===== src/rtl/cordic_fix2float.sv =====
`default_nettype none
// ============================================================================
// Module      : cordic_fix2float
// Description : Three-stage converter from the CORDIC core's signed Q-format
//               result to an IEEE-754 single-precision word (RNE rounding).
// Revision    : 1.0 - initial release
// ============================================================================
module cordic_fix2float #(
    parameter int FRAC_BITS = 30
) (
    input  logic        clock,
    input  logic        aclr,
    input  logic        clk_en,
    input  logic        in_valid,
    input  logic [31:0] datain,
    output logic        out_valid,
    output logic [31:0] result
);

    // Biased exponent of the value when the leading one sits at bit 0.
    localparam logic [7:0] c_EXP_ADJ = 8'(127 - FRAC_BITS);

    // ------------------------------------------------------------------
    // Stage 1: capture, sign and magnitude
    // ------------------------------------------------------------------
    logic        r_s1_valid;
    logic        r_s1_sign;
    logic        r_s1_zero;
    logic [31:0] r_s1_mag;
    logic [31:0] w_abs;

    // Negating 32'h80000000 yields 32'h80000000, which read unsigned is 2^31.
    assign w_abs = datain[31] ? (~datain + 32'd1) : datain;

    always_ff @(posedge clock) begin
        if (aclr) begin
            r_s1_valid <= 1'b0;
            r_s1_sign  <= 1'b0;
            r_s1_zero  <= 1'b0;
            r_s1_mag   <= '0;
        end else if (clk_en) begin
            r_s1_valid <= in_valid;
            r_s1_sign  <= datain[31];
            r_s1_zero  <= (datain == 32'd0);
            r_s1_mag   <= w_abs;
        end
    end

    // ------------------------------------------------------------------
    // Stage 2: leading-one detection and normalisation
    // ------------------------------------------------------------------
    logic [4:0]  w_lod_pos;
    logic [4:0]  w_shift;
    logic [31:0] w_norm;
    logic [7:0]  w_exp;

    always_comb begin
        w_lod_pos = 5'd0;
        for (int i = 0; i < 32; i++) begin
            if (r_s1_mag[i]) begin
                w_lod_pos = 5'(i);
            end
        end
    end

    assign w_shift = 5'd31 - w_lod_pos;
    assign w_norm  = r_s1_mag << w_shift;
    assign w_exp   = c_EXP_ADJ + {3'b000, w_lod_pos};

    logic        r_s2_valid;
    logic        r_s2_sign;
    logic        r_s2_zero;
    logic [7:0]  r_s2_exp;
    logic [30:0] r_s2_norm;

    // The hidden bit norm[31] is always 1 for non-zero data, so it is dropped.
    always_ff @(posedge clock) begin
        if (aclr) begin
            r_s2_valid <= 1'b0;
            r_s2_sign  <= 1'b0;
            r_s2_zero  <= 1'b0;
            r_s2_exp   <= '0;
            r_s2_norm  <= '0;
        end else if (clk_en) begin
            r_s2_valid <= r_s1_valid;
            r_s2_sign  <= r_s1_sign;
            r_s2_zero  <= r_s1_zero;
            r_s2_exp   <= w_exp;
            r_s2_norm  <= w_norm[30:0];
        end
    end

    // ------------------------------------------------------------------
    // Stage 3: round to nearest even and pack
    // ------------------------------------------------------------------
    logic [22:0] w_frac;
    logic        w_guard;
    logic        w_sticky;
    logic        w_round_up;
    logic [30:0] w_exp_frac;
    logic [31:0] w_packed;

    assign w_frac     = r_s2_norm[30:8];
    assign w_guard    = r_s2_norm[7];
    assign w_sticky   = |r_s2_norm[6:0];
    assign w_round_up = w_guard & (w_sticky | w_frac[0]);

    // A carry out of an all-ones fraction ripples into the exponent field.
    assign w_exp_frac = {r_s2_exp, w_frac} + {30'd0, w_round_up};
    assign w_packed   = r_s2_zero ? 32'h0000_0000 : {r_s2_sign, w_exp_frac};

    logic        r_out_valid;
    logic [31:0] r_result;

    always_ff @(posedge clock) begin
        if (aclr) begin
            r_out_valid <= 1'b0;
            r_result    <= 32'h0000_0000;
        end else if (clk_en) begin
            r_out_valid <= r_s2_valid;
            if (r_s2_valid) begin
                r_result <= w_packed;
            end
        end
    end

    assign out_valid = r_out_valid;
    assign result    = r_result;

endmodule
`default_nettype wire


===== config.mk =====
export PLATFORM = sky130hd
export DESIGN_NAME = cordic_fix2float
export DESIGN_NICKNAME = d
export VERILOG_FILES = /design/src/rtl/cordic_fix2float.sv
export SDC_FILE = /design/constraint.sdc
export NUM_CORES = 1
export LEC_CHECK = 0
export ABC_AREA = 1
export CORE_UTILIZATION = 58
export CTS_CLUSTER_SIZE = 12
export DETAILED_ROUTE_END_ITERATION = 10
export GPL_TIMING_DRIVEN = 0
export PLACE_DENSITY_LB_ADDON = 0.2
export SETUP_SLACK_MARGIN = 0.2
export SLEW_MARGIN = 20
export SYNTH_ARGS = -nofsm -noshare
export SYNTH_HDL_FRONTEND = slang
export SYNTH_SLANG_ARGS = --single-unit

===== constraint.sdc =====
create_clock -name clock -period 3.9 [get_ports clock]
set_input_delay 0.78 -clock clock [delete_from_list [all_inputs] [get_ports clock]]
set_output_delay 0.78 -clock clock [all_outputs]
set_load 0.05 [all_outputs]

Yosys cells after proc, flatten, opt, wreduce, memory -nomap -nowiden
Index checks and enable logic that the tools add are counted.
{"block": "word_totals", "ff_bits": 110, "input_bits": 36, "out_inout_bits": 33, "word_cells": 55}
{"block": "classes", "n_addsub": 4, "shift": 1, "mux": 33, "bitwise_logic": 3, "reduce_logical": 3}
{"op": "$mux W5", "count": 30}
{"op": "$mux W32", "count": 2}
{"op": "$add A32 B1 Y32 const B", "count": 1}
{"op": "$logic_not A32 Y1", "count": 1}
{"op": "$not A32 Y32", "count": 1}
{"op": "$shl A32 B5 Y31", "count": 1}
{"op": "$add A31 B1 Y31", "count": 1}
{"op": "$add A7 B5 Y8 const A", "count": 1}
{"op": "$reduce_or A7 Y1", "count": 1}
{"op": "$sub A5 B5 Y5 const A", "count": 1}
{"op": "$reduce_and A2 Y1", "count": 1}
{"op": "$and A1 B1 Y1", "count": 1}
{"op": "$mux W1", "count": 1}
{"op": "$or A1 B1 Y1", "count": 1}

Depth between registers and ports, before layout
Gate-level depths: netlist of the first run.
{"block": "logic_depth", "word_depth": 33, "ltp_mapped": 40}

Least setup slack after synthesis of the first run
No wires, ideal clock.
{"block": "synth_timing", "path_kind": "reg-to-reg", "start": "register r_s2_norm[8]", "end": "register r_result[30], in the netlist result[30]", "arrival_ps": 2818, "required_time_ps": 3766, "setup_slack_ps": 948, "path_stages_with_launch": 27, "cell_sequence": "dfxtp_1 > nand2_1 > inv_2 > ha_1 > nand3_1 > nor2_1 > inv_1 > nor2_1 > nand3_1 > nor2_1 > nand4_1 > nor3_1 > nand3_1 > nor3_1 > inv_1 > nor2_1 > inv_1 > nor2_1 > inv_1 > nor3_2 > nand4_1 > inv_1 > nand4_1 > nor2_1 > a21boi_0 > o21ai_0 > a21oi_1"}
{"block": "synth_between", "elab_chain_cells": 4}
{"item": "start, declared", "line_no": "74", "text": "logic [30:0] r_s2_norm;"}
{"item": "start signal, assigned", "line_no": "89", "text": "r_s2_norm <= w_norm[30:0];"}
{"item": "$or A1 B1 Y1", "line_no": "106", "text": "assign w_round_up = w_guard & (w_sticky | w_frac[0]);"}
{"item": "$and A1 B1 Y1", "line_no": "106"}
{"item": "$add A31 B1 Y31 (*)", "line_no": "109", "text": "assign w_exp_frac = {r_s2_exp, w_frac} + {30'd0, w_round_up};"}
{"item": "$mux W32 (*)", "line_no": "110", "text": "assign w_packed = r_s2_zero ? 32'h0000_0000 : {r_s2_sign, w_exp_frac};"}
{"item": "end signal, assigned", "line_no": "122", "text": "r_result <= w_packed;"}
{"item": "end, declared", "line_no": "113", "text": "logic [31:0] r_result;"}
Mark *: on every way between the ends. The rest lies on a longest branch, timed or not.
A chain may end at the register's enable or synchronous reset.

Final worst setup path of the first run
{"block": "layout_timing", "start": "register r_s2_norm[7]", "end": "register r_result[30], in the netlist result[30]"}
{"block": "layout_between", "elab_chain_cells": 3}
{"item": "$and A1 B1 Y1", "line_no": "106"}
{"item": "$add A31 B1 Y31", "line_no": "109"}
{"item": "$mux W32", "line_no": "110"}
Every way passes these cells.

==> metrics.md, run 1 <==
| Metric | Value |
|---|---|
| FMAX | 0.2848 GHz |
| Leading area contributor after synthesis | dfxtp_1 |
| Initial drt markers | 967 |
| Pwr Density | 399.1 mW/mm2 |
| Worst setup SP type | flip-flop |
| Req. time, crit path | 4.12 ns |
| Final WL | 23580 um |
| Violated checks | design-rule violations |
| Worst Setup SP | r_s2_norm[7]$_SDFFE_PP0P_ |
| Reg-to-Reg End | result[30]$_SDFFE_PP0P_ |
| Number of global-route vias before repair | 7391 |
| First-pass GRT wire length | 37570 um |
| Worst-Skew Late Latency | 0.36 ns |
| Std-Cell Rows | 39 |
| Drt wl/cell | 16.99 um |
| Final Hold Viols | 0 |
| Diode count | 0 |
| Share of cells above drive strength 1 | 6.185% |
| CTS H-tree lvls | 3 |
| Longest Clk Path Bufs | 2 |
| Total gr overflow | 0 |
| 1st-pass router iterations | 8 |
| Crit path kind | reg2reg |
| Die height | 112.1 um |
| Crit. End Element | flip-flop |
| Initial Utilization | 60.48% |
| Setup tns final | 0 ns |
| CTS root buf | clkbuf_16 |
| Mapped Cells | 1158 |
| Hold path cells | 2 |
| Fin crit period | 3.511 ns |
| DP HPWL | 18150 um |
| Top cell type's share of synthesized area | 31.35% |
| Final Cycle Share | 90.02% |
| Post-Synth Adder-Cell Area | 0.5344% |
| Synth warn | 0 |
| Slew Viols, Final | 0 |
| Peak VDD IR | 0.2555 mV |
| DR vias/cell | 5.898 |
| Crit path DAT | 3.73 ns |
| Hold slack | 0.4630 ns |
| CTS tree | built |
| Mux cell area share after synthesis | 0% |
| Antenna violations before repair | 0 |
| Post-route ant nets | 0 |
| Pleak | 3.590 nW |
| Critical hold path startpoint | r_s2_sign$_SDFFE_PP0P_ |
| Flop-to-flop setup slack | 0.39 ns |
| Start of the worst register-to-register path | r_s2_norm[7]$_SDFFE_PP0P_ |
| Synth Area in Simple Gates | 40.52% |
| DP Worst Slack | 0.2653 ns |
| Tot GR Track Use | 38.07% |
| I/O pin total | 69 |
| Sequential fraction of the synthesis area | 31.35% |
| Layout net count | 1279 |
| Port bufs | 66 |
| Number of CTS-inserted buffers | 9 |
| Worst slew pin tran | 0.6967 ns |
| Final setup margin | 0.3891 ns |
| Final setup fails | 0 |
| Gp weighted congestion | 0.9968 |
| Netlist cell types | 39 |
| Mapped cell area | 0.007024 mm2 |
| Hold buffer count at CTS | 0 |
| Worst R2R Path Depth | 26 |
| Final Core Density | 71.20% |
| Syn-to-layout area delta | 17.72% |
| CP max FO | 3 |
| DRC | 2 |
| CTS Sinks | 110 |
| RSZ-0062 raised after global routing | yes |
| Largest family of logic cells by synthesized area | simple AND/OR/NAND/NOR gates |
| Die width | 112.1 um |
| Largest net degree at the start of global routing | 20 |
| XOR/XNOR Fraction of Synth Area | 2.494% |
| Largest cells by area after synthesis | dfxtp_1 31%, nand2_1 16%, nand3_1 14%, inv_1 7.0%, a21oi_1 6.5% |
| Worst slew margin | 53.56% |
| Clock skew | 0.01298 ns |
| Status | complete, but fails checks |
| WHS Endpoint | result[31]$_SDFFE_PP0P_ |
| Full die area | 0.01256 mm2 |
| Max-cap viol count | 0 |
| Reg clk slew, reported paths | 0.08 ns |
| Vias | 8186 |
| Compound-Gate Fraction of Synth Area | 14.39% |
| Post-synthesis register bit count | 110 |
| Worst Hold Class | reg2reg |
| Core area | 0.01161 mm2 |
| Syn Nets | 1197 |
| Mapped Avg Cell Area | 6.066 um2 |
-- routing by layer --
layer	GRT usage, %	vias to the layer above	wire length (um)
met3	6.479	68	2233
met2	59.54	430	10500
met5	0	-	0
met1	52.10	3724	10070
li1	-	3964	-
met4	15.82	0	777
-- area by class of cell --
class / instances / area, um2
Clock buffer: 10 / 229.0
Sequential cell: 110 / 2206
Clock inverter: 6 / 53.80
Fill cell: 1008 / 3344
Tap cell: 143 / 178.9
Inverter: 142 / 533.0
Multi-Input combinational cell: 850 / 4144
Buffer: 56 / 226.5
Timing Repair Buffer: 71 / 698.2
-- flip-flops by register name, indices dropped and copies added (netlist names), 8 cells and up --
| register | count |
|---|---|
| r_s1_mag | 32 |
| r_s2_norm | 31 |
| r_s2_exp | 8 |
| result | 32 |
-- report_power, final --
part           total (mW)  internal [mW]  switching (mW)  leakage, nW
combinational        1.09          0.334           0.757         2.55
clock               0.908          0.447           0.460        0.141
sequential           1.30           1.21          0.0912        0.903
-- timing repair --
item	4_1_cts	5_1_grt
gates resized for setup	0	33
endpoints found under the setup margin	0	18
buffers inserted	0	5
-- Yosys cell counts (all sizes together) --
| master | number |
|---|---|
| clkinv | 3 |
| a211oi | 1 |
| nand4 | 8 |
| o221ai | 11 |
| xor2 | 11 |
| nor2 | 105 |
| nor3 | 14 |
| dfxtp | 110 |
| a31oi | 1 |
| xnor2 | 9 |
| buf | 12 |
| o211ai | 9 |
| o311ai | 1 |
| a21oi | 92 |
| o21bai | 1 |
| ha | 3 |
| nor4 | 12 |
| or2 | 1 |
| a22oi | 1 |
| o41ai | 1 |
| clkbuf | 44 |
| or4 | 1 |
| inv | 139 |
| nand2 | 300 |
| o21ai | 62 |
| nand3b | 4 |
| nand3 | 199 |
| a21boi | 3 |
-- through the flow --
| stage | instance area (um2) | cells | power (mW) |
|---|---|---|---|
| after floorplan | 7024 | 1158 | 2.014 |
| after global placement | 7864 | 1367 | 2.344 |
| after detailed placement | 7864 | 1367 | 2.354 |
| after CTS | 8147 | 1383 | 3.234 |
| after global routing | 8269 | 1388 | 3.461 |
| final | 8269 | 1388 | 3.300 |
-- how the worst max path moves through the flow --
stage	end	slack (ns)	depth (start not counted)
final	result[30]$_SDFFE_PP0P_	0.39	26
after global routing	result[30]$_SDFFE_PP0P_	0.04	26
after CTS	result[30]$_SDFFE_PP0P_	0.26	26
after detailed placement	result[30]$_SDFFE_PP0P_	0.27	26
after global placement	r_s1_mag[30]$_SDFFE_PP0P_	0.36	16
after floorplan	result[30]$_SDFFE_PP0P_	0.95	26
-- layout by cell type, fill, tap and decap left out, types with 10 or more instances in the layout --
| cell type | count |
|---|---|
| dfxtp_1 | 107 |
| o221ai_1 | 11 |
| nor3_1 | 10 |
| nor2_1 | 90 |
| o21ai_0 | 58 |
| nand3_1 | 193 |
| inv_2 | 11 |
| inv_1 | 128 |
| clkdlybuf4s50_1 | 66 |
| a21oi_1 | 91 |
| clkbuf_1 | 43 |
| nand2_1 | 297 |
| xor2_1 | 11 |
| nor4_1 | 12 |
-- cell families (layout without fill, tap and decap cells) --
family | count (synthesis) | in the layout
AOI/OAI and AO/OA | 183 | 183
xor gates and xnor gates | 20 | 20
adders and majority gates | 3 | 3
buffers and inverters | 198 | 285
DFF | 110 | 110
and+or+nand+nor | 644 | 644
-- worst max-delay path, stage by stage, from the launching register on --
cell and delay, ns:
dfxtp_2 0.35, nand2_2 0.06, inv_2 0.08, ha_4 0.14, nand3_2 0.08, nor2_1 0.11, inv_1 0.08, nor2_2 0.14
nand3_2 0.11, nor2_4 0.14, nand4_1 0.15, nor3_2 0.24, nand3_2 0.15, nor3_2 0.19, inv_2 0.08, nor2_4 0.11
inv_2 0.05, nor2_4 0.10, inv_2 0.06, nor3_4 0.21, nand4_1 0.15, inv_1 0.10, nand4_1 0.12, nor2_2 0.16
a21boi_1 0.07, o21ai_1 0.07, a21oi_1 0.07
Power figures use the tool's default switching activity.
==> run 2: changes to the inputs <==
--- a/config.mk
+++ b/config.mk
@@ -6,13 +6,14 @@
 export NUM_CORES = 1
 export LEC_CHECK = 0
 export ABC_AREA = 1
-export CORE_UTILIZATION = 58
+export CELL_PAD_IN_SITES_DETAIL_PLACEMENT = 0
+export CELL_PAD_IN_SITES_GLOBAL_PLACEMENT = 1
+export CORE_UTILIZATION = 40
 export CTS_CLUSTER_SIZE = 12
 export DETAILED_ROUTE_END_ITERATION = 10
 export GPL_TIMING_DRIVEN = 0
 export PLACE_DENSITY_LB_ADDON = 0.2
 export SETUP_SLACK_MARGIN = 0.2
-export SLEW_MARGIN = 20
 export SYNTH_ARGS = -nofsm -noshare
 export SYNTH_HDL_FRONTEND = slang
 export SYNTH_SLANG_ARGS = --single-unit
==> metrics.md, run 2 (synthesized netlist as in run 1, its figures left out) <==
| Metric | Value |
|---|---|
| Gp weighted congestion | 0.9154 |
| CTS H-tree lvls | 3 |
| Commonest cells after routing, fill and taps aside | 294 x nand2_1, 192 x nand3_1, 129 x inv_1, 105 x dfxtp_1, 91 x a21oi_1 |
| Syn-to-layout area delta | 20.20% |
| Setup tns final | 0 ns |
| Max-cap viol count | 0 |
| Post-route ant nets | 0 |
| Layout net count | 1282 |
| I/O pin total | 69 |
| Final WL | 23980 um |
| Drt wl/cell | 16.28 um |
| Number of CTS-inserted buffers | 9 |
| Peak VDD IR | 0.2158 mV |
| DP HPWL | 19400 um |
| Post-DP Area | 0.007966 mm2 |
| CTS root buf | clkbuf_16 |
| Pwr Density | 393.5 mW/mm2 |
| Port bufs | 66 |
| Final Cycle Share | 88.52% |
| Die width | 134.5 um |
| Commonest non-fill, non-tap cell in the layout | nand2_1 |
| Hold path cells | 2 |
| Final Core Density | 48.98% |
| Reg-to-Reg End | result[30]$_SDFFE_PP0P_ |
| 1st-pass router iterations | 8 |
| Hold buffer count at CTS | 0 |
| FMAX | 0.2897 GHz |
| Clock skew | 0.01514 ns |
| Longest Clk Path Bufs | 2 |
| Tot GR Track Use | 27.24% |
| Initial drt markers | 583 |
| CP max FO | 3 |
| Largest net degree at the start of global routing | 22 |
| Crit. End Element | flip-flop |
| Fin crit period | 3.452 ns |
| CTS tree | built |
| Pleak | 3.616 nW |
| Std-Cell Rows | 48 |
| DRC | 0 |
| DP Worst Slack | 0.3222 ns |
| Start of the worst register-to-register path | r_s2_norm[7]$_SDFFE_PP0P_ |
| Flop-to-flop setup slack | 0.45 ns |
| Fillcell total | 1908 |
| Die height | 134.5 um |
| Final setup fails | 0 |
| Final setup margin | 0.4479 ns |
| Full die area | 0.01809 mm2 |
| Vias | 7874 |
| Number of global-route vias before repair | 7188 |
| Critical hold path startpoint | result[7]$_SDFFE_PP0P_ |
| Status | finished, final reports clean |
| Crit path DAT | 3.75 ns |
| Worst Hold Class | reg2reg |
| Slew Viols, Final | 0 |
| Diode count | 0 |
| WHS Endpoint | result[7]$_SDFFE_PP0P_ |
| CTS Sinks | 110 |
| Antenna violations before repair | 0 |
| Reg clk slew, reported paths | 0.09 ns |
| Worst slew margin | 54.34% |
| Initial Utilization | 40.75% |
| RSZ-0062 raised after global routing | yes |
| DR vias/cell | 5.346 |
| Share of cells above drive strength 1 | 6.971% |
| Worst slew pin tran | 0.6849 ns |
| Crit path kind | reg2reg |
| First-pass GRT wire length | 38050 um |
| Worst R2R Path Depth | 26 |
| Final Hold Viols | 0 |
| Worst setup SP type | flip-flop |
| Post-route design area | 0.008443 mm2 |
| Total gr overflow | 0 |
| Worst-Skew Late Latency | 0.37 ns |
| Core area | 0.01724 mm2 |
| Req. time, crit path | 4.20 ns |
[run 2: changes by cell type in the layout (fill, tap and decap cells not counted), sizes merged]
cell    delta
buf        +1
clkbuf     +1
clkinv     +1
[run 2: how the worst max path moves through the flow]
stage | from | end | slack, ns | depth (start not counted)
finish | r_s2_norm[7]$_SDFFE_PP0P_ | result[30]$_SDFFE_PP0P_ | 0.45 | 26
global route | r_s2_norm[8]$_SDFFE_PP0P_ | result[30]$_SDFFE_PP0P_ | 0.08 | 26
CTS | r_s2_norm[8]$_SDFFE_PP0P_ | result[30]$_SDFFE_PP0P_ | 0.29 | 26
detailed placement | r_s2_norm[8]$_SDFFE_PP0P_ | result[30]$_SDFFE_PP0P_ | 0.32 | 26
global placement | datain[2] | r_s1_mag[27]$_SDFFE_PP0P_ | 0.29 | 16
floorplan | r_s2_norm[8]$_SDFFE_PP0P_ | result[30]$_SDFFE_PP0P_ | 0.95 | 26
[run 2: final cells by class]
cell class | count | area, um2 | area share, %
Tap cell | 225 | 281.5 | 3.334
Clock inverter | 7 | 77.57 | 0.9188
Clock buffer | 9 | 225.2 | 2.667
Timing Repair Buffer | 74 | 720.7 | 8.536
Buffer | 56 | 234.0 | 2.771
Inverter | 142 | 533.0 | 6.313
Sequential cell | 110 | 2208 | 26.16
Multi-Input combinational cell | 850 | 4163 | 49.30
[run 2: power by group]
group | internal (mW) | switching, mW | total (mW)
Sequential | 1.21 | 0.0914 | 1.30
Clock | 0.457 | 0.475 | 0.932
Combinational | 0.336 | 0.753 | 1.09
Total | 2.00 | 1.32 | 3.32
[run 2: repair_timing]
| item | in CTS | in global routing |
|---|---|---|
| buffers inserted | 0 | 8 |
| gates resized for setup | 0 | 43 |
| endpoints found under the setup margin | 0 | 30 |
[run 2: critical path: stages (launching register included)]
cell	delay, ns
dfxtp_2	0.35
nand2_2	0.07
inv_2	0.08
ha_4	0.13
nand3_2	0.08
nor2_2	0.13
inv_2	0.07
nor2_4	0.13
nand3_4	0.09
nor2_4	0.12
nand4_1	0.12
nor3_2	0.24
nand3_2	0.13
nor3_2	0.17
inv_1	0.10
nor2_1	0.11
inv_1	0.07
nor2_2	0.12
inv_2	0.06
nor3_4	0.20
nand4_1	0.13
inv_1	0.10
nand4_1	0.13
nor2_2	0.17
buf_4	0.12
o21ai_2	0.04
a21oi_1	0.14
[run 2: per-stage QoR]
stage	cells	total power [mW]	hold slack [ns]
2_1_floorplan	1158	2.014	0.4364
3_3_place_gp	1449	2.378	0.4519
5_1_grt	1473	3.522	0.4819
3_5_place_dp	1449	2.372	0.4546
6_report	1473	3.323	0.4665
4_1_cts	1465	3.303	0.4677
[run 2: routing by layer]
layer	GRT usage (%)	part of all wire [%]
met1	38.06	49
met2	42.06	43
met3	4.505	5.7
met4	9.988	2.8
met5	0	0
==> run 3: changes to the inputs <==
--- a/config.mk
+++ b/config.mk
@@ -17,3 +17,4 @@
 export SYNTH_ARGS = -nofsm -noshare
 export SYNTH_HDL_FRONTEND = slang
 export SYNTH_SLANG_ARGS = --single-unit
+export TNS_END_PERCENT = 50
==> results of run 3 <==
Final layout, timing and power as in run 2 (identical DEF).
